**src/rtl/ft601_rx_if.sv**
```systemverilog
// ---------------------------------------------------------------------------
// ft601_rx_if
//
// Host-to-FPGA read engine for an FT601 in 245 synchronous FIFO mode. It runs
// entirely in the FT601 clock domain. When the device reports data
// (ft601_rxf_n low) and there is room for at least two more words, the block
// requests the shared bus from the write-side arbiter and runs the OE/RD read
// sequence. Captured words and byte enables go into a first-word-fall-through
// FIFO. The bus is released at burst end, when the device runs empty, or when
// the FIFO fills.
//
// Optional build macro:
//   FT601_RX_STATS_EN : adds the rx_words / rx_bursts / rx_short outputs.
//
// Ports:
//   clk          FT601 clock
//   reset_n      asynchronous active-low reset
//   ft601_data   32-bit data bus from the device (tristate handled above)
//   ft601_be     4-bit byte enables from the device
//   ft601_rxf_n  device has data (active low)
//   ft601_oe_n   device output enable (active low, registered)
//   ft601_rd_n   device read strobe (active low, registered)
//   bus_req      request ownership of the FT601 bus
//   bus_gnt      write side has released data/be
//   rd_data      FIFO head word (FWFT), zero when empty
//   rd_be        FIFO head byte enables, zero when empty
//   rd_valid     FIFO non-empty
//   rd_en        pop the head word (ignored when rd_valid is low)
//   rd_count     number of words held
//   rx_words     (stats) total captured words, wrapping
//   rx_bursts    (stats) number of READ entries, wrapping
//   rx_short     (stats) sticky: a burst ended on rxf_n with no capture
// ---------------------------------------------------------------------------
module ft601_rx_if #(
   parameter int  DEPTH     = 16,
   parameter int  MAX_BURST = 256,
   localparam int AW        = $clog2(DEPTH)
) (
   input  logic          clk,
   input  logic          reset_n,
   input  logic [31:0]   ft601_data,
   input  logic [3:0]    ft601_be,
   input  logic          ft601_rxf_n,
   output logic          ft601_oe_n,
   output logic          ft601_rd_n,
   output logic          bus_req,
   input  logic          bus_gnt,
   output logic [31:0]   rd_data,
   output logic [3:0]    rd_be,
   output logic          rd_valid,
   input  logic          rd_en,
   output logic [AW:0]   rd_count
`ifdef FT601_RX_STATS_EN
   ,
   output logic [31:0]   rx_words,
   output logic [15:0]   rx_bursts,
   output logic          rx_short
`endif
);

   localparam int CW = AW + 1;
   localparam int BW = $clog2(MAX_BURST + 1);

   localparam logic [CW-1:0] CNT_ONE     = CW'(1);
   localparam logic [CW-1:0] CNT_FULL    = CW'(DEPTH);
   localparam logic [CW-1:0] CNT_REQ_MAX = CW'(DEPTH - 2);
   localparam logic [AW-1:0] PTR_ONE     = AW'(1);
   localparam logic [BW-1:0] BURST_ONE   = BW'(1);
   localparam logic [BW-1:0] BURST_MAX   = BW'(MAX_BURST);

   typedef enum logic [2:0] {
      S_IDLE,
      S_REQ,
      S_OE,
      S_READ,
      S_END,
      S_TURN
   } state_t;

   state_t          state;
   state_t          state_nxt;
   logic            oe_n_nxt;
   logic            rd_n_nxt;
   logic            req_nxt;

   logic [35:0]     mem [DEPTH];
   logic [AW-1:0]   wr_ptr;
   logic [AW-1:0]   rd_ptr;
   logic [CW-1:0]   count;
   logic [CW-1:0]   count_nxt;
   logic [BW-1:0]   burst_cnt;
   logic [BW-1:0]   burst_nxt;
   logic [35:0]     head;
   logic            push;
   logic            pop;

   // A word is taken on any edge where the registered strobes show an active
   // read and the device still reports data. The word on the edge where
   // rxf_n rises is therefore never captured.
   assign push = ~ft601_oe_n & ~ft601_rd_n & ~ft601_rxf_n;
   assign pop  = rd_en & rd_valid;

   // Occupancy after this edge, with simultaneous push and pop cancelling.
   always_comb begin
      count_nxt = count;
      case ({push, pop})
         2'b10:   count_nxt = count + CNT_ONE;
         2'b01:   count_nxt = count - CNT_ONE;
         default: count_nxt = count;
      endcase
   end

   // Captures in the current burst; OE opens a fresh burst.
   always_comb begin
      burst_nxt = burst_cnt;
      if (state == S_OE) begin
         burst_nxt = '0;
      end else if (push) begin
         burst_nxt = burst_cnt + BURST_ONE;
      end
   end

   // Next state plus next values of the registered bus outputs. The strobes
   // are decoded from the next state so that they line up with the state
   // register and leave the chip straight from flops.
   always_comb begin
      state_nxt = state;
      oe_n_nxt  = 1'b1;
      rd_n_nxt  = 1'b1;
      req_nxt   = 1'b1;

      case (state)
         S_IDLE: begin
            // Two free slots needed: the read pipeline can land one word
            // after the decision to stop.
            if (!ft601_rxf_n && (count <= CNT_REQ_MAX)) begin
               state_nxt = S_REQ;
            end
         end
         S_REQ: begin
            if (bus_gnt) begin
               state_nxt = S_OE;
            end
         end
         S_OE: begin
            state_nxt = S_READ;
         end
         S_READ: begin
            if (ft601_rxf_n || (burst_nxt == BURST_MAX) || (count_nxt == CNT_FULL)) begin
               state_nxt = S_END;
            end
         end
         S_END: begin
            state_nxt = S_TURN;
         end
         S_TURN: begin
            state_nxt = S_IDLE;
         end
         default: begin
            state_nxt = S_IDLE;
         end
      endcase

      case (state_nxt)
         S_IDLE: begin
            req_nxt = 1'b0;
         end
         S_OE, S_END: begin
            oe_n_nxt = 1'b0;
         end
         S_READ: begin
            oe_n_nxt = 1'b0;
            rd_n_nxt = 1'b0;
         end
         default: begin
            oe_n_nxt = 1'b1;
         end
      endcase
   end

   always_ff @(posedge clk or negedge reset_n) begin
      if (!reset_n) begin
         state      <= S_IDLE;
         ft601_oe_n <= 1'b1;
         ft601_rd_n <= 1'b1;
         bus_req    <= 1'b0;
      end else begin
         state      <= state_nxt;
         ft601_oe_n <= oe_n_nxt;
         ft601_rd_n <= rd_n_nxt;
         bus_req    <= req_nxt;
      end
   end

   // FIFO bookkeeping. Clearing the pointers and count on reset is enough to
   // discard every stored word, including any from an interrupted burst.
   always_ff @(posedge clk or negedge reset_n) begin
      if (!reset_n) begin
         wr_ptr    <= '0;
         rd_ptr    <= '0;
         count     <= '0;
         burst_cnt <= '0;
      end else begin
         if (push) begin
            wr_ptr <= wr_ptr + PTR_ONE;
         end
         if (pop) begin
            rd_ptr <= rd_ptr + PTR_ONE;
         end
         count     <= count_nxt;
         burst_cnt <= burst_nxt;
      end
   end

   // Storage holds no reset; stale contents are never visible because the
   // outputs are gated by rd_valid.
   always_ff @(posedge clk) begin
      if (push) begin
         mem[wr_ptr] <= {ft601_be, ft601_data};
      end
   end

   assign head     = mem[rd_ptr];
   assign rd_valid = (count != '0);
   assign rd_count = count;
   assign rd_data  = rd_valid ? head[31:0]  : 32'h0;
   assign rd_be    = rd_valid ? head[35:32] : 4'h0;

`ifdef FT601_RX_STATS_EN
   always_ff @(posedge clk or negedge reset_n) begin
      if (!reset_n) begin
         rx_words  <= '0;
         rx_bursts <= '0;
         rx_short  <= 1'b0;
      end else begin
         if (push) begin
            rx_words <= rx_words + 32'd1;
         end
         // OE always leads into READ, so it marks each READ entry.
         if (state == S_OE) begin
            rx_bursts <= rx_bursts + 16'd1;
         end
         if ((state == S_READ) && ft601_rxf_n && (burst_cnt == '0)) begin
            rx_short <= 1'b1;
         end
      end
   end
`endif

endmodule

```
**config.mk**
```make
export PLATFORM = sky130hd
export DESIGN_NAME = ft601_rx_if
export DESIGN_NICKNAME = d
export VERILOG_FILES = /design/src/rtl/ft601_rx_if.sv
export SDC_FILE = /design/constraint.sdc
export NUM_CORES = 1
export LEC_CHECK = 0
export CORE_ASPECT_RATIO = 0.5
export CORE_MARGIN = 2
export CORE_UTILIZATION = 40
export DETAILED_ROUTE_END_ITERATION = 12
export PLACE_DENSITY_LB_ADDON = 0.15
export SLEW_MARGIN = 0
export SYNTH_ARGS = -nofsm -noshare
export SYNTH_HDL_FRONTEND = slang
export SYNTH_SLANG_ARGS = --single-unit
```
**constraint.sdc**
```tcl
create_clock -name clk -period 8 [get_ports clk]
set_clock_uncertainty 0.15 [all_clocks]
set_input_delay 1.6 -clock clk [delete_from_list [all_inputs] [get_ports clk]]
set_output_delay 1.6 -clock clk [all_outputs]
set_load 0.05 [all_outputs]
```
==> flow_summary.json <==
{
  "status": "completed",
  "hpwl_um": 24600,
  "period_share": 0.7173,
  "placed_cell_area_um2": 25330,
  "routed_via_density": 5.482,
  "nets": 1186,
  "cts.sinks": 604,
  "overflow": 0,
  "reg2reg_depth": 10,
  "worstMarginPinSlew_ns": 1.097,
  "cp_max_fo": 33,
  "fin_util": 0.4695,
  "synth_cells": 1021,
  "slew_viol_final": 0,
  "numPortBuffers": 85,
  "synthAdderAreaFrac": 0.004264,
  "setup_ws_ns": 2.261,
  "syn_nets": 1070,
  "post_cts_buffers": 0,
  "insertion_delay_ns": 0.58,
  "rsz0062_at_grt": "no",
  "reg2reg_from": "rd_count[1]",
  "synth_flop_cell": "edfxtp_1",
  "async_flop_share": 0.04636,
  "antenna_cells": 0,
  "setup_viol": 0,
  "clk_path_buf_depth": 3,
  "synth-seq-area-share": 0.7667,
  "endpoint_kind": "output pin",
  "ios": 86,
  "rows": 62,
  "power_leakage_nw": 8.478,
  "hp-class": "reg2reg",
  "drc_errors": 0,
  "r2r_end": "state[1]",
  "synth_seq_cells": 604,
  "die-area_um2": 60760,
  "place_ws_ns": 2.769,
  "fill_cells": 4748,
  "drt-initial-drc-count": 1029,
  "cts_buffers": 54,
  "grtUsageTotal": 0.1710,
  "antenna_found_initial": 1,
  "worstHoldEndpoint": "burst_cnt[8]",
  "drtPass1Iterations": 5,
  "netlist_area_um2": 23480,
  "fin_crit_ns": 5.739,
  "grt_pass1_vias": 11350,
  "min_from": "burst_cnt[8]",
  "postCtsResizedCells": 0,
  "synth_top_family_by_area": "multiplexers",
  "final_layout_size_suffix_gt1_frac": 0.2665,
  "routed_wl_um": 51390,
  "yosysUniqueCellTypes": 49,
  "muxShareOfSynthArea": 0.1753,
  "synth-simple-area-share": 0.02809,
  "max_freq_mhz": 174.3,
  "ys_warn_count": 0,
  "worstPathArrival_ns": 3.99,
  "cp-startpoint": "rd_ptr[0]",
  "synth_compound_area_frac": 0.008368,
  "grt_pass1_wl_um": 75510,
  "cap_viol_max_count": 0,
  "cts.reportedPaths.clkPinSlew_ns": 0.06,
  "gp_congestion": 0.7523,
  "fin_hold_ws_ns": 0.4050,
  "via_count": 10690,
  "die_w_um": 346.6,
  "start_util": 0.4068,
  "syn_avg_cell_area_um2": 22.99,
  "synth-edff-count": 576,
  "whs_path_depth": 2,
  "cts-root-buf": "clkbuf_16",
  "drt-wirelength-per-cell_um": 26.35,
  "grt_max_degree": 54,
  "fin_setup_tns_ns": 0,
  "core_um2": 57720,
  "final_area_um2": 27100,
  "r2r_slack_ns": 4.24,
  "syn_to_final_growth_pct": 15.42,
  "crit_type": "reg2out",
  "startpoint_type": "flop",
  "ant_nets": 0,
  "hold_viol": 0,
  "synth-xor-area-share": 0.006715,
  "peakVddDrop_v": 0.0002391,
  "slew_headroom": 0.2684,
  "cts_tree": "yes",
  "p_per_area_nw_per_um2": 358.7,
  "htree_num_levels": 2,
  "fp.dieH_um": 175.3,
  "holdBufCountCts": 0,
  "cp.required_ns": 6.25
}
[kinds of logic (layout without fill, tap and decap cells)]
kind of cell	count (synthesis)	in the layout
flops	604	604
mux	186	186
simple gates	116	116
buf+inv	60	221
compound gates	29	29
xor+xnor	18	18
fa+ha+maj	8	8
[metrics by stage]
| stage | instances | power, W |
|---|---|---|
| after floorplan | 1021 | 0.006252 |
| final | 1950 | 0.009720 |
| after global placement | 1849 | 0.007225 |
| after detailed placement | 1849 | 0.007250 |
| after global routing | 1950 | 0.01013 |
| after CTS | 1950 | 0.009861 |
[cells in the final DEF, fill, tap and decap left out, types with 13 or more instances in the layout]
cell type	synthesis	layout
edfxtp_1	576	576
clkinv_1	0	13
mux4_2	180	180
clkbuf_16	0	55
nor2_1	20	20
clkdlybuf4s50_1	0	85
nand2_1	14	14
and2_1	53	37
buf_4	0	23
dfrtp_1	26	22
and2_2	0	16
[area by class of cell]
| type | count | area (um2) | area share |
|---|---|---|---|
| Sequential cell | 604 | 18010 | 0.6649 |
| Clock buffer | 64 | 1410 | 0.05204 |
| Clock inverter | 37 | 357.8 | 0.01321 |
| Tap cell | 768 | 960.9 | 0.03546 |
| Inverter | 10 | 37.54 | 0.001385 |
| Multi-Input combinational cell | 357 | 5251 | 0.1938 |
| Timing Repair Buffer | 110 | 1064 | 0.03925 |
[cells in the mapped netlist (2+ instances only)]
library cell	instances	area, um2
xnor2_1	11	96.34
clkbuf_1	29	108.9
nor3_1	4	20.02
nand3_1	2	10.01
o31ai_1	3	22.52
nand4_1	4	25.02
edfxtp_1	576	17300
o21a_1	2	15.01
inv_1	9	33.78
dfstp_2	2	52.55
mux4_2	180	4054
nand2_1	14	52.55
buf_1	9	33.78
a21oi_1	9	45.04
nor2_1	20	75.07
and2_1	53	331.6
ha_1	8	100.1
nor4_1	2	12.51
or3_1	2	12.51
nor2b_1	2	12.51
buf_2	11	55.05
xor2_1	7	61.31
o21ai_0	5	25.02
mux2i_1	4	40.04
mux2_2	2	22.52
nor3b_1	3	22.52
dfrtp_1	26	650.6
[flip-flops by register name (all words and copies together) (netlist names)]
name / cells
burst_cnt: 9
wr_ptr: 4
ft601_oe_n: 1
bus_req: 1
ft601_rd_n: 1
rd_count: 5
state: 3
rd_ptr: 4
mem: 576
[power by group]
group | switching (W) | internal [W] | total [W]
clock | 0.00114 | 0.00146 | 0.00260
combinational | 0.00169 | 0.00151 | 0.00320
sequential | 0.000322 | 0.00360 | 0.00393
[layer usage]
layer	routed length (um)	vias to the layer above	track usage
li1	-	4537	-
met1	24240	5816	0.2611
met2	23870	273	0.2645
met3	2737	62	0.02912
met4	531	2	0.02736
met5	13	-	0
[worst max path at each step]
stage	cells after the start	slack, ns	to
global placement	5	2.79	rd_data[28]
global route	5	1.98	rd_data[17]
finish	5	2.26	rd_data[17]
floorplan	5	3.77	rd_data[16]
detailed placement	5	2.77	rd_data[17]
CTS	5	2.12	rd_data[17]
[worst max-delay path: stages (launching register included)]
cell,delay (ns)
dfrtp_4,0.87
buf_4,0.59
mux4_2,0.57
mux4_2,0.48
and2_1,0.17
clkdlybuf4s50_1,0.69
(Power assumes the default switching activity.)
